### src/rtl/i2c_command_sequencer.sv
// Command FIFO plus issue/response FSM that drives an I2C master's enable/busy
// handshake and returns one response beat (read data, timeout flag) per command.
module i2c_command_sequencer #(
  parameter int DATA_WIDTH     = 8,
  parameter int REGISTER_WIDTH = 8,
  parameter int ADDR_WIDTH     = 7,
  parameter int FIFO_DEPTH     = 4,
  parameter int START_TIMEOUT  = 1024
) (
  input  logic                          clock,
  input  logic                          reset,
  input  logic                          cmd_valid,
  output logic                          cmd_ready,
  input  logic                          cmd_read_write,
  input  logic [ADDR_WIDTH-1:0]         cmd_device_address,
  input  logic [REGISTER_WIDTH-1:0]     cmd_register_address,
  input  logic [DATA_WIDTH-1:0]         cmd_data,
  output logic                          rsp_valid,
  input  logic                          rsp_ready,
  output logic                          rsp_read_write,
  output logic [DATA_WIDTH-1:0]         rsp_data,
  output logic                          rsp_timeout,
  output logic                          master_enable,
  output logic                          master_read_write,
  output logic [ADDR_WIDTH-1:0]         master_device_address,
  output logic [REGISTER_WIDTH-1:0]     master_register_address,
  output logic [DATA_WIDTH-1:0]         master_mosi_data,
  input  logic                          master_busy,
  input  logic [DATA_WIDTH-1:0]         master_miso_data,
  output logic [$clog2(FIFO_DEPTH):0]   fifo_count,
  output logic                          idle
);

  localparam int PTR_W   = $clog2(FIFO_DEPTH);
  localparam int CNT_W   = PTR_W + 1;
  localparam int TO_W    = $clog2(START_TIMEOUT);
  localparam int ENTRY_W = 1 + ADDR_WIDTH + REGISTER_WIDTH + DATA_WIDTH;

  typedef enum logic [1:0] {S_IDLE, S_ISSUE, S_WAIT_DONE, S_RESPOND} state_t;

  logic [ENTRY_W-1:0] fifo_mem [FIFO_DEPTH];

  state_t                    state_q, state_d;
  logic [PTR_W-1:0]          wr_ptr_q, wr_ptr_d, rd_ptr_q, rd_ptr_d;
  logic [CNT_W-1:0]          count_q, count_d;
  logic [TO_W-1:0]           timer_q, timer_d;
  logic                      enable_q, enable_d;
  logic                      mrw_q, mrw_d;
  logic [ADDR_WIDTH-1:0]     mdev_q, mdev_d;
  logic [REGISTER_WIDTH-1:0] mreg_q, mreg_d;
  logic [DATA_WIDTH-1:0]     mdata_q, mdata_d;
  logic                      rsp_rw_q, rsp_rw_d;
  logic [DATA_WIDTH-1:0]     rsp_data_q, rsp_data_d;
  logic                      rsp_to_q, rsp_to_d;

  logic                      push, pop;
  logic                      head_rw;
  logic [ADDR_WIDTH-1:0]     head_dev;
  logic [REGISTER_WIDTH-1:0] head_reg;
  logic [DATA_WIDTH-1:0]     head_data;

  assign cmd_ready = (count_q != CNT_W'(FIFO_DEPTH));
  assign push      = cmd_valid && cmd_ready;
  assign {head_rw, head_dev, head_reg, head_data} = fifo_mem[rd_ptr_q];

  always_comb begin
    state_d    = state_q;
    timer_d    = timer_q;
    enable_d   = enable_q;
    mrw_d      = mrw_q;
    mdev_d     = mdev_q;
    mreg_d     = mreg_q;
    mdata_d    = mdata_q;
    rsp_rw_d   = rsp_rw_q;
    rsp_data_d = rsp_data_q;
    rsp_to_d   = rsp_to_q;
    pop        = 1'b0;
    case (state_q)
      S_IDLE: begin
        // A busy level left over from another agent holds off the launch.
        if (count_q != '0 && !master_busy) begin
          pop      = 1'b1;
          mrw_d    = head_rw;
          mdev_d   = head_dev;
          mreg_d   = head_reg;
          mdata_d  = head_data;
          timer_d  = '0;
          enable_d = 1'b1;
          state_d  = S_ISSUE;
        end
      end
      S_ISSUE: begin
        if (master_busy) begin
          enable_d = 1'b0;
          state_d  = S_WAIT_DONE;
        end else if (timer_q == TO_W'(START_TIMEOUT - 1)) begin
          enable_d   = 1'b0;
          rsp_rw_d   = mrw_q;
          rsp_data_d = '0;
          rsp_to_d   = 1'b1;
          state_d    = S_RESPOND;
        end else begin
          timer_d = timer_q + 1'b1;
        end
      end
      S_WAIT_DONE: begin
        if (!master_busy) begin
          rsp_rw_d   = mrw_q;
          rsp_data_d = mrw_q ? master_miso_data : '0;
          rsp_to_d   = 1'b0;
          state_d    = S_RESPOND;
        end
      end
      S_RESPOND: begin
        if (rsp_ready) state_d = S_IDLE;
      end
      default: state_d = S_IDLE;
    endcase

    wr_ptr_d = push ? wr_ptr_q + 1'b1 : wr_ptr_q;
    rd_ptr_d = pop  ? rd_ptr_q + 1'b1 : rd_ptr_q;
    count_d  = count_q;
    if (push && !pop)      count_d = count_q + 1'b1;
    else if (!push && pop) count_d = count_q - 1'b1;
  end

  always_ff @(posedge clock) begin
    if (push) fifo_mem[wr_ptr_q] <= {cmd_read_write, cmd_device_address,
                                     cmd_register_address, cmd_data};
  end

  always_ff @(posedge clock) begin
    if (reset) begin
      state_q    <= S_IDLE;
      wr_ptr_q   <= '0;
      rd_ptr_q   <= '0;
      count_q    <= '0;
      timer_q    <= '0;
      enable_q   <= 1'b0;
      mrw_q      <= 1'b0;
      mdev_q     <= '0;
      mreg_q     <= '0;
      mdata_q    <= '0;
      rsp_rw_q   <= 1'b0;
      rsp_data_q <= '0;
      rsp_to_q   <= 1'b0;
    end else begin
      state_q    <= state_d;
      wr_ptr_q   <= wr_ptr_d;
      rd_ptr_q   <= rd_ptr_d;
      count_q    <= count_d;
      timer_q    <= timer_d;
      enable_q   <= enable_d;
      mrw_q      <= mrw_d;
      mdev_q     <= mdev_d;
      mreg_q     <= mreg_d;
      mdata_q    <= mdata_d;
      rsp_rw_q   <= rsp_rw_d;
      rsp_data_q <= rsp_data_d;
      rsp_to_q   <= rsp_to_d;
    end
  end

  assign rsp_valid               = (state_q == S_RESPOND);
  assign rsp_read_write          = rsp_rw_q;
  assign rsp_data                = rsp_data_q;
  assign rsp_timeout             = rsp_to_q;
  assign master_enable           = enable_q;
  assign master_read_write       = mrw_q;
  assign master_device_address   = mdev_q;
  assign master_register_address = mreg_q;
  assign master_mosi_data        = mdata_q;
  assign fifo_count              = count_q;
  assign idle                    = (count_q == '0) && (state_q == S_IDLE);

endmodule

### config.mk
export PLATFORM = sky130hd
export DESIGN_NAME = i2c_command_sequencer
export DESIGN_NICKNAME = d
export VERILOG_FILES = /design/src/rtl/i2c_command_sequencer.sv
export SDC_FILE = /design/constraint.sdc
export NUM_CORES = 1
export LEC_CHECK = 0
export ABC_AREA = 1
export BUFFER_PORTS_ARGS = -buffer_cell sky130_fd_sc_hd__buf_2
export CORE_MARGIN = 8
export CORE_UTILIZATION = 30
export DETAILED_ROUTE_END_ITERATION = 8
export PLACE_DENSITY = 0.53
export SLEW_MARGIN = 20
export SYNTH_ARGS = -nofsm -noshare
export SYNTH_HDL_FRONTEND = slang
export SYNTH_SLANG_ARGS = --single-unit
export TNS_END_PERCENT = 5
### constraint.sdc
create_clock -name clock -period 2.41 [get_ports clock]
set_input_delay 0.1205 -clock clock [delete_from_list [all_inputs] [get_ports clock]]
set_output_delay 0.1205 -clock clock [all_outputs]
set_load 0.1 [all_outputs]
==> results summary <==
The run finished with clean final reports. The fraction of synthesized cell area in xor and xnor cells is 0.00289. The floorplan core area came out at 20000 um^2. Once detailed placement completed, the half-perimeter wirelength came to 9240 um.

The total of hold buffers inserted after clock tree synthesis is 24. In this run the critical register-to-register path is captured at fifo_count[2]. The routed wire length came out at 14500 um. Traced cell by cell, the critical path runs through inv_1 -> ha_1 -> nand3_4 -> ha_1 -> inv_1 -> fa_1 -> nor2_1 -> nor2_1 -> nand2_1 -> o21ai_0 -> a21oi_1. For this run, the register share of the synthesized area comes to 0.653. The first-pass GRT wire length came out at 23100 um.

The data required time at the worst endpoint is 2760 ps. The total number of vias came out at 4469. The reg-to-reg setup timing slack is 400 ps. The number of warning messages in the yosys log came out at 0. Setup repair after global routing left no endpoint under its margin.

The startpoint identified for the worst register-to-register timing path is state_q[0]. Timing analysis after detailed placement gives a worst setup slack of 441 ps. The final critical path time including I/O delays and setup is 2010 ps.

The global-route track usage on met1 is 0.141. The via count of the first global-routing pass is 4463. The count of input and output buffers came out at 77. Setup slack closes at 398 ps. The depth of the most critical reg-to-reg path came out at 11. A synthesized cell averages 10.3 um^2. The net count of the finished layout is 744.

The antenna diode count came out at 0. The worst setup path is of the reg -> reg kind. At the pin with the least slew margin, the transition time is 844 ps. Between clock sinks in the finished design, the worst skew comes to 6.54 ps.

In the final layout, the share of cells above drive strength 1 is 0.202. The kind of start point of the critical path is a flop. The final number of setup-violating endpoints came out at 0. In the global route stage, met2 resource usage came out at 0.207. The distinct cell type count of the synthesized netlist is 29. CTS placed an instance of sky130_fd_sc_hd__clkbuf_16 at the clock tree root.

The timing startpoint of the critical path is state_q[0]. The total clock sinks is 150. The library cells used most frequently in the layout, excluding fill and tap cells, are sky130_fd_sc_hd__nor2_1 (135), sky130_fd_sc_hd__edfxtp_1 (96), sky130_fd_sc_hd__o21ai_0 (81).

The global routing stage identified its most utilized layer as met2. The die is 158 um wide. The die is 158 um tall.

TritonCTS built the clock tree. The floorplan step defined a die boundary enclosing 25000 um^2. In this run the remaining antenna-violating nets after routing total 0. The initialized floorplan defines 52 standard-cell rows. The headroom to the max-slew limit came out at 0.437.

The number of max-capacitance violations reported came out at 0. The global-route usage over all layers came out at 0.120. Once the clock tree was built, the setup fixing pass inserted 0 buffers.

The number of antenna violations at the first check in global routing is 0. The wire length per cell came out at 14.9 um. The worst-case vdd ir drop is 839 uV. The category of the worst setup path capture point is a flop.

Static timing analysis puts the maximum clock frequency at 497 MHz. The initial core utilization is 0.303. The largest individual stage delay along the critical path comes from the cell sky130_fd_sc_hd__dfxtp_1.

In the routed design, unresolved DRC markers number 0. When the netlist entered floorplanning its net count stood at 638. Following the worst setup path forward leads to its endpoint at fifo_count[2]. Of all nets on the critical path, the largest fanout is 5. The first-pass detailed-route iteration total is 4.

The pin count of the biggest net entering global routing came out at 50. The post-synthesis mux area share is 0. The maximum clock path buffer count is 2.

The synthesis-to-finish area growth came out at 26.1%. The number of levels the H-tree was split into is 4. The post-cts resize count is 0. The adder and majority cell fraction of the synthesized area came out at 0.0260. The most common cell after layout, fill and taps aside is sky130_fd_sc_hd__nor2_1. The number of slew-limit violations in the final report came to 0.

By area, the combinational part of the netlist is dominated by simple AND/OR/NAND/NOR gates. The compound-cell area share of the yosys netlist came to 0.112. For this design the ratio of total power to cell area is 1250 nW/um^2. The final count of hold timing violations came to 0. The flip-flop and latch count after synthesis came out at 150. The arrival time at the worst endpoint came out at 2360 ps. The analysis attributes to cell leakage a power of 2.93 nW. The startpoint identified for the worst hold timing path is master_miso_data[0]. The weighted congestion at the end of routability-driven global placement is 0.785. After routing, the total negative slack on setup checks comes to 0 ps. The total overflow reported by the global router came out at 0. The count of routing violations after the opening detailed-route iteration is 286. The simple-gate share of the synthesized area came out at 0.166. After clock tree synthesis, the clock-pin slew on the worst setup and hold paths is 60 ps. Synthesis produced 589 cells. In this run the worst hold path is classified as in -> reg. The critical path's largest stage delay came out at 410 ps. The global-route met3 utilization is 0.0347.

The fraction of the cycle the final worst path needs came out at 0.835. The later pin in the worst-skew pair is clocked with a latency of 420 ps. The boundary pin count came out at 78. The number of buffers added by the clock tree synthesis step is 17. The netlist area before placement came out at 6070 um^2. The number of vias per cell after detailed routing came out at 4.57.
layer usage:
metal	wire, um	share of wire
met5	0	0
met4	167	0.011
met3	930	0.064
met2	6890	0.47
met1	6540	0.45
where the power goes:
group	switching (mW)	internal (mW)
Sequential	0.181	3.16
Clock	1.08	1.60
Combinational	2.84	0.724
Total	4.10	5.48
cell usage after synthesis:
master                       n  area (um^2)
sky130_fd_sc_hd__nor2_1    139          522
sky130_fd_sc_hd__edfxtp_1   96         2880
sky130_fd_sc_hd__o21ai_0    81          405
sky130_fd_sc_hd__nand2_1    67          251
sky130_fd_sc_hd__dfxtp_1    54         1080
sky130_fd_sc_hd__inv_1      26         97.6
sky130_fd_sc_hd__a21oi_1    25          125
sky130_fd_sc_hd__o22ai_1    23          144
sky130_fd_sc_hd__nand3_1    18         90.1
sky130_fd_sc_hd__clkbuf_1   15         56.3
sky130_fd_sc_hd__ha_1       11          138
sky130_fd_sc_hd__buf_2       8         40.0
sky130_fd_sc_hd__nand2_2     5         31.3
sky130_fd_sc_hd__nand4_1     3         18.8
sky130_fd_sc_hd__buf_6       2         22.5
sky130_fd_sc_hd__clkbuf_2    2         10.0
sky130_fd_sc_hd__clkinv_1    2         7.51
sky130_fd_sc_hd__buf_1       1         3.75
sky130_fd_sc_hd__fa_1        1         20.0
sky130_fd_sc_hd__nand3_2     1         10.0
sky130_fd_sc_hd__nand3_4     1         17.5
sky130_fd_sc_hd__nand4_4     1         21.3
sky130_fd_sc_hd__nor2_2      1         6.26
sky130_fd_sc_hd__nor2_4      1         11.3
sky130_fd_sc_hd__nor2_8      1         20.0
sky130_fd_sc_hd__nor3b_1     1         7.51
sky130_fd_sc_hd__o21bai_1    1         7.51
sky130_fd_sc_hd__xnor2_1     1         8.76
sky130_fd_sc_hd__xor2_1      1         8.76
critical path: cells and delay by family (launching register included):
kind / cells / cell delay [ps]
buffers and inverters: 2 / 180
and+or+nand+nor: 4 / 340
AOI/OAI and AO/OA: 2 / 200
adders and majority gates: 3 / 820
DFF: 1 / 410
layout make-up:
class                           count  area, um^2
Inverter                           28         105
Fill cell                        1992       12400
Multi-Input combinational cell    383        1900
Clock inverter                     12         143
Sequential cell                   150        3970
Timing Repair Buffer              115         731
Clock buffer                       20         457
Tap cell                          270         338
metrics by stage:
stage / instance area, um^2 / hold WS [ps] / util / instances / total power, mW
after global placement: 6810 / 332 / 0.340 / 922 / 6.89
after detailed placement: 6810 / 339 / 0.340 / 922 / 6.95
after global routing: 7650 / 66.5 / 0.382 / 978 / 10.1
after floorplan: 6110 / 219 / - / 589 / 6.20
final: 7650 / 65.6 / 0.382 / 978 / 9.57
after CTS: 7650 / 49.9 / 0.382 / 978 / 9.67
flip-flops by register name, summed over array words and instances (netlist names):
register                 flops
fifo_mem                    96
master_mosi_data             8
rsp_timeout                  1
master_device_address        7
rd_ptr_q                     2
rsp_read_write               1
fifo_count                   3
master_enable                1
rsp_data                     8
master_register_address      8
master_read_write            1
state_q                      2
timer_q                     10
wr_ptr_q                     2
worst min path at each step:
| stage | endpoint | slack, ps | cells after the start |
|---|---|---|---|
| final | rsp_data[0] | 70 | 5 |
| after CTS | rsp_data[2] | 50 | 5 |
| after global routing | rsp_data[1] | 70 | 5 |
| after floorplan | fifo_mem[0][0] | 220 | 0 |
| after detailed placement | fifo_mem[1][10] | 340 | 1 |
| after global placement | fifo_mem[3][13] | 330 | 1 |
kinds of logic (layout without fill, tap and decap cells):
family | count (synthesis) | in the layout
buf+inv | 56 | 175
compound gates | 130 | 130
simple gates | 239 | 239
xor+xnor | 2 | 2
flops | 150 | 150
fa+ha+maj | 12 | 12
Power figures use the tool's default switching activity.
